--- src/rtl/lmsm_pkg.sv ---
// Shared definitions for the LM/SM micro-op sequencer: opcodes, FSM states, sizes.
package lmsm_pkg;

  localparam int NUM_REGS = 8;
  localparam int RIDX_W   = 3;

  localparam logic [3:0] OP_LM = 4'b0110;
  localparam logic [3:0] OP_SM = 4'b0111;

  typedef enum logic {
    ST_IDLE = 1'b0,
    ST_SEQ  = 1'b1
  } state_t;

endpackage

--- src/rtl/lmsm_prio_enc.sv ---
// Lowest-set-bit finder over the register list.
// o_idx is the index of the lowest set bit (0 when the list is empty).
// o_one_hot_last is high when exactly one bit is set.
module lmsm_prio_enc #(
  parameter int NUM_REGS = lmsm_pkg::NUM_REGS,
  parameter int RIDX_W   = lmsm_pkg::RIDX_W
) (
  input  logic [NUM_REGS-1:0] i_mask,
  output logic [RIDX_W-1:0]   o_idx,
  output logic                o_one_hot_last
);

  // Scan from the top down so the last hit is the lowest set bit.
  always_comb begin
    o_idx = '0;
    for (int i = NUM_REGS - 1; i >= 0; i--) begin
      if (i_mask[i]) o_idx = RIDX_W'(i);
    end
  end

  // Non-empty and clearing the lowest bit leaves nothing: exactly one bit set.
  assign o_one_hot_last = (i_mask != '0) &&
                          ((i_mask & (i_mask - NUM_REGS'(1))) == '0);

endmodule

--- src/rtl/lmsm_sequencer.sv ---
// LM/SM decode-stage sequencer: expands one load/store-multiple instruction
// into one single-register micro-op per cycle, holding fetch meanwhile.
// busy mirrors the FSM state (high in ST_SEQ) and serves as its state view.
// Handshake: a micro-op transfers in any cycle where uop_valid=1; stall_in=1
// freezes the sequencer with outputs held and uop_valid=0; flush=1 kills
// the sequence in the same cycle.
// Optional macro LMSM_PC_WRITE_EN adds uop_pc_write for LM loads into R7.
module lmsm_sequencer #(
  parameter int INSTR_W  = 16,
  parameter int NUM_REGS = lmsm_pkg::NUM_REGS,
  parameter int RIDX_W   = lmsm_pkg::RIDX_W
) (
  input  logic               clk,
  input  logic               reset_n,
  input  logic               instr_valid,
  input  logic [INSTR_W-1:0] instr,
  input  logic               stall_in,
  input  logic               flush,
  output logic               stall_fetch,
  output logic               busy,
  output logic               uop_valid,
  output logic               uop_load,
  output logic               uop_store,
  output logic [RIDX_W-1:0]  uop_reg,
  output logic [RIDX_W-1:0]  uop_base,
  output logic [RIDX_W-1:0]  uop_offset,
`ifdef LMSM_PC_WRITE_EN
  output logic               uop_pc_write,
`endif
  output logic               uop_last
);

  import lmsm_pkg::*;

  state_t                r_state, w_state_nxt;
  logic [NUM_REGS-1:0]   r_mask,  w_mask_nxt;
  logic [RIDX_W-1:0]     r_offset, w_offset_nxt;
  logic [RIDX_W-1:0]     r_base,  w_base_nxt;
  logic                  r_load,  w_load_nxt;

  logic [RIDX_W-1:0]     w_idx;
  logic                  w_one_hot_last;
  logic [3:0]            w_opcode;
  logic                  w_is_lmsm;
  logic                  w_accept;
  logic                  w_seq;
  logic                  w_issue;
  logic                  w_unused_bit;

  assign w_opcode     = instr[15:12];
  assign w_unused_bit = instr[8];

  lmsm_prio_enc #(
    .NUM_REGS (NUM_REGS),
    .RIDX_W   (RIDX_W)
  ) u_prio_enc (
    .i_mask         (r_mask),
    .o_idx          (w_idx),
    .o_one_hot_last (w_one_hot_last)
  );

  assign w_is_lmsm = (w_opcode == OP_LM) || (w_opcode == OP_SM);
  assign w_seq     = (r_state == ST_SEQ);
  // Empty-list LM/SM never qualifies, so it flows through as a NOP.
  assign w_accept  = (r_state == ST_IDLE) && instr_valid && w_is_lmsm &&
                     (instr[NUM_REGS-1:0] != '0) && !flush && !stall_in;
  assign w_issue   = w_seq && !flush && !stall_in;

  // State and sequence registers; reset clears everything.
  always_ff @(posedge clk) begin
    if (!reset_n) begin
      r_state  <= ST_IDLE;
      r_mask   <= '0;
      r_offset <= '0;
      r_base   <= '0;
      r_load   <= 1'b0;
    end else begin
      r_state  <= w_state_nxt;
      r_mask   <= w_mask_nxt;
      r_offset <= w_offset_nxt;
      r_base   <= w_base_nxt;
      r_load   <= w_load_nxt;
    end
  end

  // Next-state: flush wins, then acceptance in IDLE, then issue in SEQ.
  always_comb begin
    w_state_nxt  = r_state;
    w_mask_nxt   = r_mask;
    w_offset_nxt = r_offset;
    w_base_nxt   = r_base;
    w_load_nxt   = r_load;
    if (flush) begin
      w_state_nxt  = ST_IDLE;
      w_mask_nxt   = '0;
      w_offset_nxt = '0;
    end else begin
      case (r_state)
        ST_IDLE: begin
          if (w_accept) begin
            w_state_nxt  = ST_SEQ;
            w_mask_nxt   = instr[NUM_REGS-1:0];
            w_base_nxt   = instr[11:9];
            w_load_nxt   = (w_opcode == OP_LM);
            w_offset_nxt = '0;
          end
        end
        ST_SEQ: begin
          if (w_issue) begin
            // Clear the lowest set bit, i.e. the register just issued.
            w_mask_nxt = r_mask & (r_mask - NUM_REGS'(1));
            if (w_one_hot_last) begin
              w_state_nxt  = ST_IDLE;
              w_offset_nxt = '0;
            end else begin
              w_offset_nxt = r_offset + RIDX_W'(1);
            end
          end
        end
        default: begin
          w_state_nxt = ST_IDLE;
          w_mask_nxt  = '0;
        end
      endcase
    end
  end

  // Micro-op outputs: fields follow the held state, so a stall keeps them steady.
  always_comb begin
    busy        = w_seq;
    uop_valid   = w_issue;
    uop_load    = w_issue && r_load;
    uop_store   = w_issue && !r_load;
    uop_reg     = w_seq ? w_idx    : '0;
    uop_base    = w_seq ? r_base   : '0;
    uop_offset  = w_seq ? r_offset : '0;
    uop_last    = w_seq && w_one_hot_last;
    stall_fetch = w_accept || (w_seq && !(w_one_hot_last && w_issue));
  end

`ifdef LMSM_PC_WRITE_EN
  // A load into R7 redirects the PC through the load result.
  assign uop_pc_write = uop_load && (uop_reg == {RIDX_W{1'b1}});
`endif

endmodule

--- config.mk ---
export PLATFORM = sky130hd
export DESIGN_NAME = lmsm_sequencer
export DESIGN_NICKNAME = d
export VERILOG_FILES = /design/src/rtl/lmsm_pkg.sv /design/src/rtl/lmsm_prio_enc.sv /design/src/rtl/lmsm_sequencer.sv
export SDC_FILE = /design/constraint.sdc
export NUM_CORES = 1
export LEC_CHECK = 0
export BUFFER_PORTS_ARGS = -buffer_cell sky130_fd_sc_hd__buf_2
export CORE_ASPECT_RATIO = 1.4
export CORE_MARGIN = 4
export CORE_UTILIZATION = 48
export CTS_CLUSTER_SIZE = 14
export DETAILED_ROUTE_END_ITERATION = 10
export PLACE_DENSITY = 0.86
export SYNTH_ARGS = -nofsm -noshare
export SYNTH_HDL_FRONTEND = slang
export SYNTH_SLANG_ARGS = --single-unit
--- constraint.sdc ---
create_clock -name clk -period 2 [get_ports clk]
set_input_delay 0.1 -clock clk [delete_from_list [all_inputs] [get_ports clk]]
set_output_delay 0.1 -clock clk [all_outputs]
set_load 0.005 [all_outputs]
==> out/summary.json <==
{
  "worst-slew-pin-transition": {"value": 0.525, "unit": "ns"},
  "layout-drive-gt1-share": {"value": 0.378},
  "synth.yosys.seq_area_share": {"value": 0.315},
  "count_of_input_and_output_buffers": {"value": 34},
  "final-instance-count-excl-fill": {"value": 185},
  "result_of_the_run": {"value": "finished, final reports clean"},
  "htreeDepth": {"value": 1},
  "wl_per_cell": {"value": 14.1, "unit": "µm"},
  "peakVddDrop": {"value": 0.482, "unit": "mV"},
  "antenna_cells_inserted": {"value": 0},
  "critical_path.max_stage_delay": {"value": 0.48, "unit": "ns"},
  "die_area": {"value": 0.00293, "unit": "mm²"},
  "final_util": {"value": 0.648},
  "yosys_warnings": {"value": 0},
  "number_of_instances_in_the_synthesized_netlist": {"value": 124},
  "crit-reg2reg-capture": {"value": "r_offset[2]$_SDFFE_PP0P_"},
  "synth_cell_type_count": {"value": 40},
  "path_max_fanout": {"value": 8},
  "1st_pass_router_iterations": {"value": 4},
  "synth_largest_area_cell": {"value": "sky130_fd_sc_hd__dfxtp_1"},
  "dp.final_hpwl": {"value": 2020, "unit": "µm"},
  "worst-endpoint-required": {"value": 2.20, "unit": "ns"},
  "mostFrequentLayoutCell": {"value": "sky130_fd_sc_hd__buf_2"},
  "global_route.overflow_total": {"value": 0},
  "drc_errors": {"value": 0},
  "timing.critical_path.to_type": {"value": "flop"},
  "layout.nets": {"value": 187},
  "ff2ff_path_depth": {"value": 7},
  "drv_slew": {"value": 0},
  "pwr_per_cell_area": {"value": 459, "unit": "mW/mm²"},
  "track_usage": {"value": 0.193},
  "global_placer_s_final_weighted_congestion": {"value": 0.883},
  "rr_startpoint": {"value": "r_mask[4]$_SDFFE_PP0P_"},
  "power_leakage": {"value": 0.524, "unit": "nW"},
  "setup_viol": {"value": 0},
  "holdCritStartpoint": {"value": "instr[2]"},
  "postSynth.topFlopCell": {"value": "sky130_fd_sc_hd__dfxtp_1"},
  "grt_pass1_wl": {"value": 4340, "unit": "µm"},
  "core_area": {"value": 0.00200, "unit": "mm²"},
  "synth_enable_flop_cells": {"value": 0},
  "postSynthAreaPerCell": {"value": 8.19, "unit": "µm²"},
  "route.antenna.remaining_nets": {"value": 0},
  "fp.dieW": {"value": 46.9, "unit": "µm"},
  "cts.sinks": {"value": 16},
  "cts_made_buffers": {"value": 3},
  "number_of_vias_per_cell_after_detailed_routing": {"value": 5.75},
  "timing.critical_path.mode_cell": {"value": "sky130_fd_sc_hd__buf_4"},
  "syn_to_layout_area_delta": {"value": 27.3, "unit": "%"},
  "post-synth-top-area-fraction": {"value": 0.315},
  "critical_path_arrival": {"value": 2.13, "unit": "ns"},
  "commonest_cells_after_routing_fill_and_taps_aside": {"value": "sky130_fd_sc_hd__buf_2, sky130_fd_sc_hd__nor2_1, sky130_fd_sc_hd__dfxtp_1"},
  "worst-r2r-setup-slack": {"value": 0.06, "unit": "ns"},
  "wl": {"value": 2610, "unit": "µm"},
  "antenna_found_initial": {"value": 0},
  "cp_slowest_cell": {"value": "sky130_fd_sc_hd__dfxtp_1"},
  "crit_start": {"value": "r_mask[4]$_SDFFE_PP0P_"},
  "final.period_utilization": {"value": 0.968},
  "drt-initial-drc-count": {"value": 34},
  "ctsLongestPathBuffers": {"value": 2},
  "worstSkewPairLatency": {"value": 0.30, "unit": "ns"},
  "endpoint": {"value": "r_offset[2]$_SDFFE_PP0P_"},
  "max_freq": {"value": 517, "unit": "MHz"},
  "top_level_ports": {"value": 36},
  "synth-seq-cells": {"value": 16},
  "timing_hold_violations_final": {"value": 0},
  "hold_path_class": {"value": "in2reg"},
  "async_set_or_reset_flop_fraction_in_the_synthesized_netlist": {"value": 0},
  "slew-limit-headroom": {"value": 0.647},
  "unrepaired_setup_endpoints_after_global_routing": {"value": "true"},
  "synth.top_cells.by_area": {"value": "sky130_fd_sc_hd__dfxtp_1, sky130_fd_sc_hd__nor2_1, sky130_fd_sc_hd__a21oi_1, sky130_fd_sc_hd__and2_1, sky130_fd_sc_hd__nand2_1"},
  "synthesis.area": {"value": 0.00102, "unit": "mm²"},
  "clock_root_cell": {"value": "sky130_fd_sc_hd__clkbuf_4"},
  "floorplan.die.height": {"value": 62.4, "unit": "µm"},
  "maxCapViolations": {"value": 0},
  "first_global_vias": {"value": 1047},
  "synth_net_count": {"value": 146},
  "tritoncts_clock_tree": {"value": "yes"},
  "floorplan.rows": {"value": 19},
  "critPathLaunchType": {"value": "flop"},
  "via_count": {"value": 1064},
  "crit_path_cell_trace": {"value": "nor4b_1 -> mux2i_1 -> buf_4 -> buf_4 -> a32oi_2 -> nor3_2 -> a32o_1"},
  "timing.clock.skew": {"value": 0.00209, "unit": "ns"},
  "largest_net_degree_at_the_start_of_global_routing": {"value": 13},
  "start_util": {"value": 0.509},
  "min_period": {"value": 1.94, "unit": "ns"},
  "clk_pin_slew": {"value": 0.10, "unit": "ns"},
  "critPathKind": {"value": "reg2reg"},
  "numPlacedInstances": {"value": 177}
}
cells in the mapped netlist (2+ instances only):
cell type and instances:
sky130_fd_sc_hd__a211oi_2 2, sky130_fd_sc_hd__a21oi_1 10, sky130_fd_sc_hd__a22oi_1 2, sky130_fd_sc_hd__a31oi_1 2, sky130_fd_sc_hd__and2_1 7, sky130_fd_sc_hd__clkbuf_1 3
sky130_fd_sc_hd__dfxtp_1 16, sky130_fd_sc_hd__inv_1 4, sky130_fd_sc_hd__mux2i_1 4, sky130_fd_sc_hd__nand2_1 11, sky130_fd_sc_hd__nor2_1 17, sky130_fd_sc_hd__nor2b_1 4
sky130_fd_sc_hd__nor3_1 5, sky130_fd_sc_hd__nor4_2 2, sky130_fd_sc_hd__nor4b_1 3, sky130_fd_sc_hd__o21ai_0 8
critical path: cells and delay by family (launching register included):
family	cells	cell delay (ns)
compound gates	2	0.51
flops	1	0.48
simple gates	2	0.41
buf+inv	2	0.28
mux	1	0.16
flip-flops by register name, summed over array words and instances (netlist names):
name,flops
busy,1
r_base,3
r_load,1
r_mask,8
r_offset,3
per-layer routing:
| metal | GRT usage | wire [µm] | up-vias | share of wire |
|---|---|---|---|---|
| met1 | 0.227 | 985 | 481 | 0.38 |
| met5 | 0 | 0 | - | 0 |
| li1 | - | - | 532 | - |
| met2 | 0.321 | 1370 | 46 | 0.52 |
| met4 | 0.0865 | 41 | 0 | 0.016 |
| met3 | 0.0346 | 218 | 5 | 0.083 |
cell type report:
type                       count  area (µm²)
timing repair buffer          41         223
clock buffer                   4        36.3
fill                         186         703
sequential                    16         328
inverter                       4        15.0
tap                           21        26.3
multi-input combinational     99         666
kinds of logic after synthesis:
family / count (synthesis) / share of synthesized area
multiplexers: 5 / 0.0505
flip-flops: 16 / 0.315
AO/OA/AOI/OAI: 34 / 0.240
adder cells (fa/ha/maj): 1 / 0.0123
buffers and inverters: 9 / 0.0419
AND/OR/NAND/NOR: 59 / 0.340
where the power goes:
part / internal [W] / switching [W] / leakage [nW]
Clock: 0.000111 / 0.000112 / 0.0210
Sequential: 0.000318 / 0.00000129 / 0.131
Combinational: 0.0000239 / 0.0000266 / 0.372
timing repair:
| action | 4_1_cts | 5_1_grt |
|---|---|---|
| pin swaps | 1 | 2 |
| hold endpoints to repair | 0 | 0 |
| gates resized for setup | 0 | 7 |
| hold buffers | 0 | 0 |
| setup endpoints to repair | 2 | 2 |
| buffers inserted | 2 | 2 |
per-stage QoR:
| stage | instance area [µm²] | hold slack (ns) | TNS [ns] | total power, W | setup WS (ns) |
|---|---|---|---|---|---|
| 6_report | 1290 | 0.0440 | 0 | 0.000593 | 0.0644 |
| 5_1_grt | 1290 | 0.0365 | -0.105 | 0.000625 | -0.0320 |
| 4_1_cts | 1260 | 0.0527 | 0 | 0.000596 | 0.00148 |
| 3_5_place_dp | 1210 | 0.369 | 0 | 0.000377 | 0.170 |
| 3_3_place_gp | 1210 | 0.359 | 0 | 0.000375 | 0.226 |
| 2_1_floorplan | 1020 | 0.228 | 0 | 0.000351 | 0.404 |
worst min-delay path by stage:
stage                                   to  slack, ns  cells after the start
floorplan           r_base[0]$_SDFFE_PN0P_       0.23                      1
global placement    r_mask[4]$_SDFFE_PP0P_       0.36                      3
detailed placement  r_mask[2]$_SDFFE_PP0P_       0.37                      3
CTS                 r_mask[4]$_SDFFE_PP0P_       0.05                      3
global route        r_mask[2]$_SDFFE_PP0P_       0.04                      3
finish              r_mask[2]$_SDFFE_PP0P_       0.04                      3
Power figures use the tool's default switching activity.
